===== config.mk =====
export PLATFORM = sky130hd
export DESIGN_NAME = mixed_vec_serializer
export DESIGN_NICKNAME = d
export VERILOG_FILES = /design/src/rtl/mixed_vec_pkg.sv /design/src/rtl/mixed_vec_beat_mux.sv /design/src/rtl/mixed_vec_serializer.sv
export SDC_FILE = /design/constraint.sdc
export NUM_CORES = 1
export LEC_CHECK = 0
export BUFFER_PORTS_ARGS = -buffer_cell sky130_fd_sc_hd__buf_2
export CORE_MARGIN = 5
export CORE_UTILIZATION = 35
export DETAILED_ROUTE_END_ITERATION = 8
export SLEW_MARGIN = 20
export SYNTH_ARGS = -nofsm -noshare
export SYNTH_HDL_FRONTEND = slang
export SYNTH_SLANG_ARGS = --single-unit
export TNS_END_PERCENT = 100

===== constraint.sdc =====
create_clock -name clock -period 2.3 [get_ports clock]
set_input_delay 0.345 -clock clock [delete_from_list [all_inputs] [get_ports clock]]
set_output_delay 0.345 -clock clock [all_outputs]
set_load 0.1 [all_outputs]

===== src/rtl/mixed_vec_pkg.sv =====
`default_nettype none
// ============================================================================
// Module      : mixed_vec_pkg
// Description : Shared types and constants for the mixed-width vector
//               serializer.
// Revision    : 1.0 - initial release
// ============================================================================
package mixed_vec_pkg;

    typedef enum logic [2:0] {
        IDLE  = 3'd0,
        SEND0 = 3'd1,
        SEND1 = 3'd2,
        SEND2 = 3'd3,
        DONE  = 3'd4
    } state_t;

    localparam logic [1:0] IDX_E0 = 2'd0;
    localparam logic [1:0] IDX_E1 = 2'd1;
    localparam logic [1:0] IDX_E2 = 2'd2;

    localparam int DEF_W0 = 4;
    localparam int DEF_W1 = 8;
    localparam int DEF_W2 = 16;

endpackage
`default_nettype wire


===== src/rtl/mixed_vec_beat_mux.sv =====
`default_nettype none
// ============================================================================
// Module      : mixed_vec_beat_mux
// Description : Selects the held element for the current send state and
//               zero-extends it to the output beat width.
// Revision    : 1.0 - initial release
// ============================================================================
module mixed_vec_beat_mux
    import mixed_vec_pkg::*;
#(
    parameter int W0    = DEF_W0,
    parameter int W1    = DEF_W1,
    parameter int W2    = DEF_W2,
    parameter int OUT_W = 16
) (
    input  logic [2:0]       state,
    input  logic [W0-1:0]    e0,
    input  logic [W1-1:0]    e1,
    input  logic [W2-1:0]    e2,
    output logic [OUT_W-1:0] bits
);

    always_comb begin
        bits = '0;
        case (state_t'(state))
            SEND0:   bits[W0-1:0] = e0;
            SEND1:   bits[W1-1:0] = e1;
            SEND2:   bits[W2-1:0] = e2;
            default: bits = '0;
        endcase
    end

endmodule
`default_nettype wire


===== src/rtl/mixed_vec_serializer.sv =====
`default_nettype none
// ============================================================================
// Module      : mixed_vec_serializer
// Description : Accepts a three-element mixed-width vector and emits it one
//               element per beat; raises a sticky finish after NUM_VECS.
// Revision    : 1.0 - initial release
// ============================================================================
module mixed_vec_serializer
    import mixed_vec_pkg::*;
#(
    parameter int W0       = DEF_W0,
    parameter int W1       = DEF_W1,
    parameter int W2       = DEF_W2,
    parameter int OUT_W    = 16,
    parameter int NUM_VECS = 4
) (
    input  logic                          clock,
    input  logic                          reset,
    input  logic                          in_valid,
    output logic                          in_ready,
    input  logic [W0-1:0]                 in_e0,
    input  logic [W1-1:0]                 in_e1,
    input  logic [W2-1:0]                 in_e2,
    output logic                          out_valid,
    input  logic                          out_ready,
    output logic [OUT_W-1:0]              out_bits,
    output logic [1:0]                    out_idx,
    output logic                          out_last,
    output logic [$clog2(NUM_VECS+1)-1:0] vec_count,
    output logic                          finish
);

    localparam int c_cnt_w = $clog2(NUM_VECS + 1);
    localparam logic [c_cnt_w-1:0] c_num_vecs = c_cnt_w'(NUM_VECS);

    state_t             r_state;
    logic [W0-1:0]      r_e0;
    logic [W1-1:0]      r_e1;
    logic [W2-1:0]      r_e2;
    logic [c_cnt_w-1:0] r_vec_count;
    logic [c_cnt_w-1:0] w_next_count;

    assign w_next_count = r_vec_count + c_cnt_w'(1);

    always_ff @(posedge clock or negedge reset) begin
        if (!reset) begin
            r_state     <= IDLE;
            r_e0        <= '0;
            r_e1        <= '0;
            r_e2        <= '0;
            r_vec_count <= '0;
        end else begin
            case (r_state)
                IDLE: begin
                    if (in_valid) begin
                        r_e0    <= in_e0;
                        r_e1    <= in_e1;
                        r_e2    <= in_e2;
                        r_state <= SEND0;
                    end
                end
                SEND0: if (out_ready) r_state <= SEND1;
                SEND1: if (out_ready) r_state <= SEND2;
                SEND2: begin
                    // Count only completed vectors; DONE is terminal until reset.
                    if (out_ready) begin
                        r_vec_count <= w_next_count;
                        r_state     <= (w_next_count == c_num_vecs) ? DONE : IDLE;
                    end
                end
                DONE:    r_state <= DONE;
                default: r_state <= IDLE;
            endcase
        end
    end

    mixed_vec_beat_mux #(
        .W0    (W0),
        .W1    (W1),
        .W2    (W2),
        .OUT_W (OUT_W)
    ) u_beat_mux (
        .state (r_state),
        .e0    (r_e0),
        .e1    (r_e1),
        .e2    (r_e2),
        .bits  (out_bits)
    );

    always_comb begin
        out_idx = IDX_E0;
        case (r_state)
            SEND1:   out_idx = IDX_E1;
            SEND2:   out_idx = IDX_E2;
            default: out_idx = IDX_E0;
        endcase
    end

    assign in_ready  = (r_state == IDLE);
    assign out_valid = (r_state == SEND0) || (r_state == SEND1) || (r_state == SEND2);
    assign out_last  = (r_state == SEND2);
    assign finish    = (r_state == DONE);
    assign vec_count = r_vec_count;

endmodule
`default_nettype wire

* After elaboration in Yosys (flattened, before gate mapping)
Cells that the tools add are included.
Word-level totals: memories kept 0, flip-flop bits (word level) 34, latch bits 0, memory bits (writable) 0, ROM bits 0
Operators by class: bitwise gates (word level) 0, shift operators 0, equality and inequality tests 9, $mul 0, $add $sub $neg 1, divide/modulo/power cells 0, mux-type cells 10, order comparisons 0, reduce and logical (&&, ||, !) cells 6
Operators with widths (number):
- two-way mux 3 bit | 5
- case mux 3 bit (5 select lines) | 1
- case mux 4 bit (3 select lines) | 1
- two-way mux 8 bit | 1
- != test 2 bit, second input constant | 4
- case mux 4 bit (2 select lines) | 1
- equality test 3 x 2 -> 1 bit, second input constant | 2
- equality test 3 bit, second input constant | 2
- case mux 2 bit (2 select lines) | 1
- AND reduction 2 bit | 2
- AND reduction 4 bit | 1
- adder 3 x 1 -> 3 bit, second input constant | 1
- equality test 3 x 1 -> 1 bit, second input constant | 1
- logical NOT 3 bit | 1
- logical OR 1 bit | 2

* Logic depth before layout (Yosys ltp)
Gate-level depths: netlist (run 1).
word-level depth 5, gate-level depth with buffers 5, mapped depth without buffers 3

* By module
Synthesis (run 1) repeated with hierarchy kept, for this count alone.
Unflattened totals: cells, all modules 124, area, all modules 1741.7 um^2
Modules (own cells, without submodules):
- mixed_vec_serializer | times used 1, cells each 92, area an instance 1511.4 um^2, sequential area each 850.8 um^2
- mixed_vec_beat_mux | times used 1, cells each 32, area an instance 230.2 um^2, sequential area each 0.0 um^2

* Least setup slack after synthesis (run 1)
OpenSTA, ideal clock, no wires.
kind reg-to-output, start point register r_state[1], end point output port out_bits[0], buffers on the path 2, cell stages (with the launch flop) 5, slack -1.086 ns, arrival 3.041 ns, path through dfrtp_1 -> buf_6 -> buf_2 -> mux2i_1 -> a211oi_1
Between the ends: word-level cells in the longest chain between the ends 2
RTL lines:
- start: declaration | RTL line mixed_vec_serializer.sv:36 | state_t r_state;
- start signal: assignment | RTL line mixed_vec_serializer.sv:68 | r_state <= (w_next_count == c_num_vecs) ? DONE : IDLE;
- equality test 3 x 2 -> 1 bit or equality test 3 x 1 -> 1 bit (tied branches) | RTL line mixed_vec_beat_mux.sv:25 | case (state_t'(state))
- case mux 4 bit (3 select lines) (*) | RTL line mixed_vec_beat_mux.sv:25
- end: declaration | RTL line mixed_vec_serializer.sv:26 | output logic [OUT_W-1:0] out_bits,
Mark *: on every way between the ends. The rest lies on a longest branch, timed or not.

* Worst setup path in the final report (run 1)
start point register r_state[0], end point output port out_bits[14]
Between the ends: word-level cells in the longest chain between the ends 2
RTL lines (RTL line):
- equality test 3 x 2 -> 1 bit | mixed_vec_beat_mux.sv:25
- two-way mux 8 bit | mixed_vec_beat_mux.sv:25
Every way passes these cells.

==> out/metrics.csv, run 1 <==
stage,metric,value,unit
status,status,"complete, no violations",
global_routing,grt ovf,0,
critical_path,"Max FO, Critical Path",10,
sta,Final period util,0.927,
cells_and_area,FF/Latch Area,851,µm²
yosys,post-synthesis cell count,123,
yosys,Ys Warns,0,
sta,Max Slew Vio Count,0,
placed_design,port bufs,56,
route,DRT antenna net count,0,
global_routing,M3 GR Usage,0.0564,
critical_path,"Req. time, crit path",1.96,ns
sta,Rel. slew slack,0.494,
cells_and_area,fillers,414,
route,drc violations,0,
critical_path,flop-to-flop setup slack,0.49,ns
yosys,Mapped Area,1710,µm²
cells_and_area,ant diodes,0,
flow_run,Max Cap Violations,0,
critical_path,crit path DAT,1.79,ns
sta,fin crit period,2.13,ns
critical_path,Crit. End Element,primary output,
cells_and_area,Multi-input gate area,817,µm²
yosys,library cells used by synthesis,27,
sta,Worst Max-Slew Pin Slew,0.759,ns
clock_network,CTS H-tree lvls,2,
floorplanning,Die ar.,6380,µm²
global_routing,antenna violations before repair,0,
floorplanning,core region area,4720,µm²
sta,Worst Slack Setup Final,0.167,ns
global_routing,largest net degree at the start of global routing,35,
clock_network,"Setup Fix Bufs, Post-CTS",0,
clock_network,Clock Latency Late Sink,0.29,ns
cells_and_area,Final Non-Filler Cells,249,
placed_design,"worst slack, placed",0.469,ns
cells_and_area,layout cells sized above 1,0.626,
cells_and_area,post-layout util,0.522,
cells_and_area,Final #Nets,215,
global_routing,gr usage total,0.130,
placed_design,Cells after DPL,241,
global_routing,GR Util met2,0.195,
critical_path,crit start category,flop,
clock_network,clk root buf,clkbuf_8,
yosys,Seq cells post-synth,34,
clock_network,"Reg clk slew, reported paths",0.07,ns
sta,Max Freq,469,MHz
route,Vias,1152,
sta,unrepaired setup endpoints after global routing,no,
floorplanning,Ports,57,
floorplanning,Die Wd,79.9,µm
critical_path,depth of the most critical reg-to-reg path,4,
critical_path,r2r startpoint,r_state[0],
critical_path,Setup Crit Path Kind,reg -> out,
floorplanning,row count,25,
clock_network,Post-CTS Resized,0,
clock_network,Clock Path Buffers,2,
route,Via density,4.63,
sta,Fin Clk Skew,0.00474,ns
clock_network,cts bufs inserted,5,
yosys,post-synthesis sequential area ratio,0.498,
sta,count of final setup violators,0,
clock_network,Sink Count,34,
global_routing,met1 GRT Util,0.169,
critical_path,Reg-to-Reg End,r_e2[1],
route,First DRT Iteration DRCs,20,
yosys,Syn Area/Cell,13.9,µm²
sta,Sum Neg Setup Slack,0,ns
min_path,worst min-delay path category,in -> async,
global_routing,vias in the first global route,1284,
global_routing,busiest grt layer,met2,
yosys,syn_nets,157,
cells_and_area,area grow syn2layout,44.2,%
route,total wire length,3790,µm
sta,final hold vios,0,
floorplanning,Die Ht,79.9,µm
route,DRT Pass-1 Iters,3,
clock_network,CTS tree,done,
placed_design,post-DP HPWL,2890,µm
placed_design,GP Congestion,0.784,
route,routed len/inst,15.2,µm
clock_network,Hold Buf Count CTS,0,
floorplanning,Starting Density,0.362,
global_routing,first-pass GRT wire length,6280,µm
==> flip-flops by register name, summed over array words and instances, names as in the netlist <==
signal / flops
r_e2: 16
r_e1: 8
r_e0: 4
r_state: 3
vec_count: 3
==> critical path: stages (launching register included) <==
cell     delay, ns
dfrtp_1       0.56
and3b_1       0.51
and2_1        0.24
buf_12        0.18
==> through the flow <==
| step | hold WS (ns) | instance area, µm² |
|---|---|---|
| after global placement | 0.444 | 2360 |
| after global routing | 0.196 | 2460 |
| after CTS | 0.146 | 2460 |
| final | 0.117 | 2460 |
| after detailed placement | 0.466 | 2360 |
| after floorplan | 0.0494 | 1760 |
==> per-layer routing <==
metal | up-vias | share of wire | wire length [µm]
li1 | 544 | - | -
met1 | 554 | 0.45 | 1710
met2 | 47 | 0.46 | 1730
met3 | 7 | 0.080 | 302
met4 | 0 | 0.012 | 47
met5 | - | 0 | 0
==> cell type report <==
type / instances / area share
Clock buffer: 5 / 0.0279
Clock inverter: 3 / 0.0162
Inverter: 1 / 0.00152
Multi-Input combinational cell: 78 / 0.331
Sequential cell: 34 / 0.345
Tap cell: 67 / 0.0340
Timing Repair Buffer: 61 / 0.244
==> cell usage after synthesis <==
master     n  area (µm²)
nor2_1     7        26.3
mux2i_1    9        90.1
nand2_1    1        3.75
buf_2      2        10.0
and2_1     7        43.8
nand3b_1   1        7.51
nand4b_1   1        8.76
and3b_1    1        8.76
o21a_1     1        7.51
buf_6      2        22.5
buf_4      1        7.51
dfrtp_1   34         851
a21oi_1    6        30.0
clkbuf_1   3        11.3
inv_1      1        3.75
nor4b_2    1        15.0
nor3b_1    2        15.0
a211oi_1   4        30.0
a21bo_2    1        10.0
mux2_4    20         300
a31o_2     1        8.76
nor3_1     1        5.00
nand2b_1   1        6.26
mux2_2    10         113
ha_1       2        25.0
xnor2_1    1        8.76
buf_12     2        40.0
==> layout by cell type, fill, tap and decap left out, types with 2 or more instances in the layout <==
master,count
clkinv_2,2
clkbuf_8,5
buf_4,4
and2_1,7
buf_12,19
mux2_2,10
a21oi_1,6
dfrtp_1,34
mux2i_1,9
a211oi_2,4
ha_1,2
mux2_4,20
buf_2,38
nor2_2,6
==> kinds of logic after synthesis <==
| logic type | count (synthesis) | share of synthesized area |
|---|---|---|
| multiplexers | 39 | 0.294 |
| flip-flops | 34 | 0.498 |
| AND/OR/NAND/NOR | 23 | 0.0820 |
| AO/OA/AOI/OAI | 13 | 0.0505 |
| buffers and inverters | 11 | 0.0556 |
| adder cells (fa/ha/maj) | 2 | 0.0146 |
| XOR/XNOR | 1 | 0.00513 |
==> worst max path at each step <==
stage / from / endpoint / slack [ns] / depth (start not counted)
after floorplan: r_state[1] / finish / -0.79 / 2
after global placement: r_state[0] / out_bits[15] / 0.51 / 3
after detailed placement: r_state[0] / out_bits[14] / 0.47 / 3
after CTS: r_state[0] / out_bits[14] / 0.14 / 3
after global routing: r_state[0] / out_bits[14] / 0.04 / 3
final: r_state[0] / out_bits[14] / 0.17 / 3
Power of run 1 is not shown: default switching activity piles up to over one toggle a cycle in this logic, so the estimate is an artifact.
==> inputs of run 2 (changes only) <==
--- a/config.mk
+++ b/config.mk
@@ -6,11 +6,14 @@
 export NUM_CORES = 1
 export LEC_CHECK = 0
 export BUFFER_PORTS_ARGS = -buffer_cell sky130_fd_sc_hd__buf_2
+export CAP_MARGIN = 20
+export CELL_PAD_IN_SITES_DETAIL_PLACEMENT = 2
+export CELL_PAD_IN_SITES_GLOBAL_PLACEMENT = 2
 export CORE_MARGIN = 5
 export CORE_UTILIZATION = 35
 export DETAILED_ROUTE_END_ITERATION = 8
+export PLACE_DENSITY_LB_ADDON = 0.1
 export SLEW_MARGIN = 20
 export SYNTH_ARGS = -nofsm -noshare
 export SYNTH_HDL_FRONTEND = slang
 export SYNTH_SLANG_ARGS = --single-unit
-export TNS_END_PERCENT = 100
==> run 2 against run 1 <==
Compared with the run above:
- critical path depth unchanged
- routed wire length is 19% higher
- final area shrank 0.30%
- register-to-register slack gained 0.03 ns
- clock skew grew 0.0015 ns
- non-clock buffer count increased by 1
- worst setup slack lost 0.051 ns
- first-iteration DRC count is 80% higher
- global-route usage is 2.0 points higher
- die area unchanged
- largest cell class unchanged
==> out/metrics.csv, run 2 (synthesis gave the netlist of run 1 again) <==
stage,metric,value,unit,change
clock_network,Hold Buf Count CTS,0,,unchanged
clock_network,cts bufs inserted,5,,unchanged
route,Via density,4.66,,was 4.63
critical_path,Crit. End Element,primary output,,unchanged
sta,Fin Clk Skew,0.00624,ns,was 0.00474 ns
route,drc violations,0,,unchanged
critical_path,Reg-to-Reg End,r_e2[6],,was r_e2[1]
sta,Rel. slew slack,0.484,,was 0.494
floorplanning,Die ar.,6380,µm²,unchanged
floorplanning,Starting Density,0.362,,unchanged
clock_network,Sink Count,34,,unchanged
route,routed len/inst,18.2,µm,was 15.2 µm
placed_design,port bufs,56,,unchanged
sta,Final period util,0.950,,was 0.927
clock_network,"Reg clk slew, reported paths",0.07,ns,about the same
clock_network,CTS H-tree lvls,2,,unchanged
sta,Worst Slack Setup Final,0.115,ns,was 0.167 ns
sta,Sum Neg Setup Slack,0,ns,unchanged
critical_path,"Req. time, crit path",1.96,ns,about the same
clock_network,CTS tree,done,,unchanged
sta,Max Slew Vio Count,0,,unchanged
global_routing,gr usage total,0.151,,was 0.130
placed_design,post-DP HPWL,3430,µm,was 2890 µm
cells_and_area,layout cells sized above 1,0.615,,was 0.626
floorplanning,core region area,4720,µm²,unchanged
route,DRT antenna net count,0,,unchanged
route,total wire length,4530,µm,was 3790 µm
cells_and_area,most frequent cells in the layout,"buf_2, dfrtp_1, mux2_4, buf_12, mux2_2",,"was buf_2, dfrtp_1, mux2_4"
status,status,"complete, no violations",,unchanged
global_routing,largest net degree at the start of global routing,35,,unchanged
cells_and_area,largest registers,"r_e2: 16 flops, r_e1: 8 flops, r_e0: 4 flops",,unchanged
critical_path,Setup Crit Path Kind,reg -> out,,unchanged
route,DRT Pass-1 Iters,3,,unchanged
sta,unrepaired setup endpoints after global routing,no,,unchanged
critical_path,crit start category,flop,,unchanged
critical_path,flop-to-flop setup slack,0.52,ns,was 0.49 ns
floorplanning,row count,25,,unchanged
critical_path,r2r startpoint,r_state[0],,unchanged
clock_network,Post-CTS Resized,0,,unchanged
placed_design,GP Congestion,0.669,,was 0.784
floorplanning,Ports,57,,unchanged
placed_design,Cells after DPL,242,,was 241
global_routing,grt ovf,0,,unchanged
clock_network,"Setup Fix Bufs, Post-CTS",0,,unchanged
cells_and_area,ant diodes,0,,unchanged
cells_and_area,Final #Nets,216,,was 215
cells_and_area,Final Non-Filler Cells,249,,unchanged
flow_run,Max Cap Violations,0,,unchanged
cells_and_area,max reg flops,16,,unchanged
placed_design,"worst slack, placed",0.427,ns,was 0.469 ns
critical_path,crit path DAT,1.84,ns,was 1.79 ns
sta,Max Freq,458,MHz,was 469 MHz
sta,fin crit period,2.18,ns,was 2.13 ns
critical_path,Worst Setup SP,r_state[2],,was r_state[0]
min_path,worst min-delay path category,in -> async,,unchanged
sta,count of final setup violators,0,,unchanged
sta,Worst Max-Slew Pin Slew,0.775,ns,was 0.759 ns
cells_and_area,"commonest non-fill, non-tap cell in the layout",buf_2,,unchanged
sta,final hold vios,0,,unchanged
route,Vias,1161,,"was 1,152"
floorplanning,Die Ht,79.9,µm,unchanged
clock_network,Clock Path Buffers,2,,unchanged
clock_network,Clock Latency Late Sink,0.28,ns,was 0.29 ns
global_routing,first-pass GRT wire length,7220,µm,was 6280 µm
global_routing,vias in the first global route,1353,,"was 1,284"
cells_and_area,Top reg by flops,r_e2,,unchanged
global_routing,antenna violations before repair,0,,unchanged
cells_and_area,area grow syn2layout,43.8,%,was 44.2%
clock_network,clk root buf,clkbuf_8,,unchanged
critical_path,depth of the most critical reg-to-reg path,4,,unchanged
route,First DRT Iteration DRCs,36,,was 20
critical_path,"Max FO, Critical Path",11,,was 10
floorplanning,Die Wd,79.9,µm,unchanged
==> run 2: cell types whose count changed in the layout (fill, tap and decap cells not counted) <==
cell	previous run	this run
buf_2	38	36
buf_4	4	6
clkbuf_1	0	2
clkinv_2	2	0
buf_12	19	20
bufinv_16	1	0
==> run 2: final cells by class <==
| cell class | count | area [µm²] |
|---|---|---|
| Multi-Input combinational cell | 78 | 817 |
| Inverter | 1 | 3.75 |
| Timing Repair Buffer | 62 | 626 |
| Fill cell | 469 | 2270 |
| Clock buffer | 7 | 76.3 |
| Sequential cell | 34 | 851 |
| Tap cell | 67 | 83.8 |
==> run 2: worst max-delay path by stage <==
stage / depth (start not counted) / endpoint / slack (ns)
2_1_floorplan: 2 / finish / -0.79
3_3_place_gp: 3 / out_bits[15] / 0.50
3_5_place_dp: 3 / out_bits[10] / 0.43
4_1_cts: 3 / out_bits[10] / 0.08
5_1_grt: 3 / out_bits[14] / 0.006
6_report: 3 / out_bits[10] / 0.12
==> run 2: through the flow <==
step,instance area [µm²],utilization,hold WS [ns]
after floorplan,1760,-,0.0494
after global placement,2380,0.504,0.456
after detailed placement,2380,0.504,0.474
after CTS,2460,0.520,0.164
after global routing,2460,0.520,0.211
final,2460,0.520,0.138
==> run 2: worst max-delay path, stage by stage, from the launching register on <==
cell     delay (ns)
dfrtp_1        0.54
and3b_1        0.57
and2_1         0.26
buf_12         0.19
==> run 2: routing by layer <==
layer  GRT usage  part of all wire  vias up
li1            -                 -      547
met3      0.0564             0.084        2
met1       0.175              0.42      572
met2       0.257              0.49       40
met5           0                 0        -
met4      0.0456            0.0042        0
Power of run 2 is left out for the same reason.
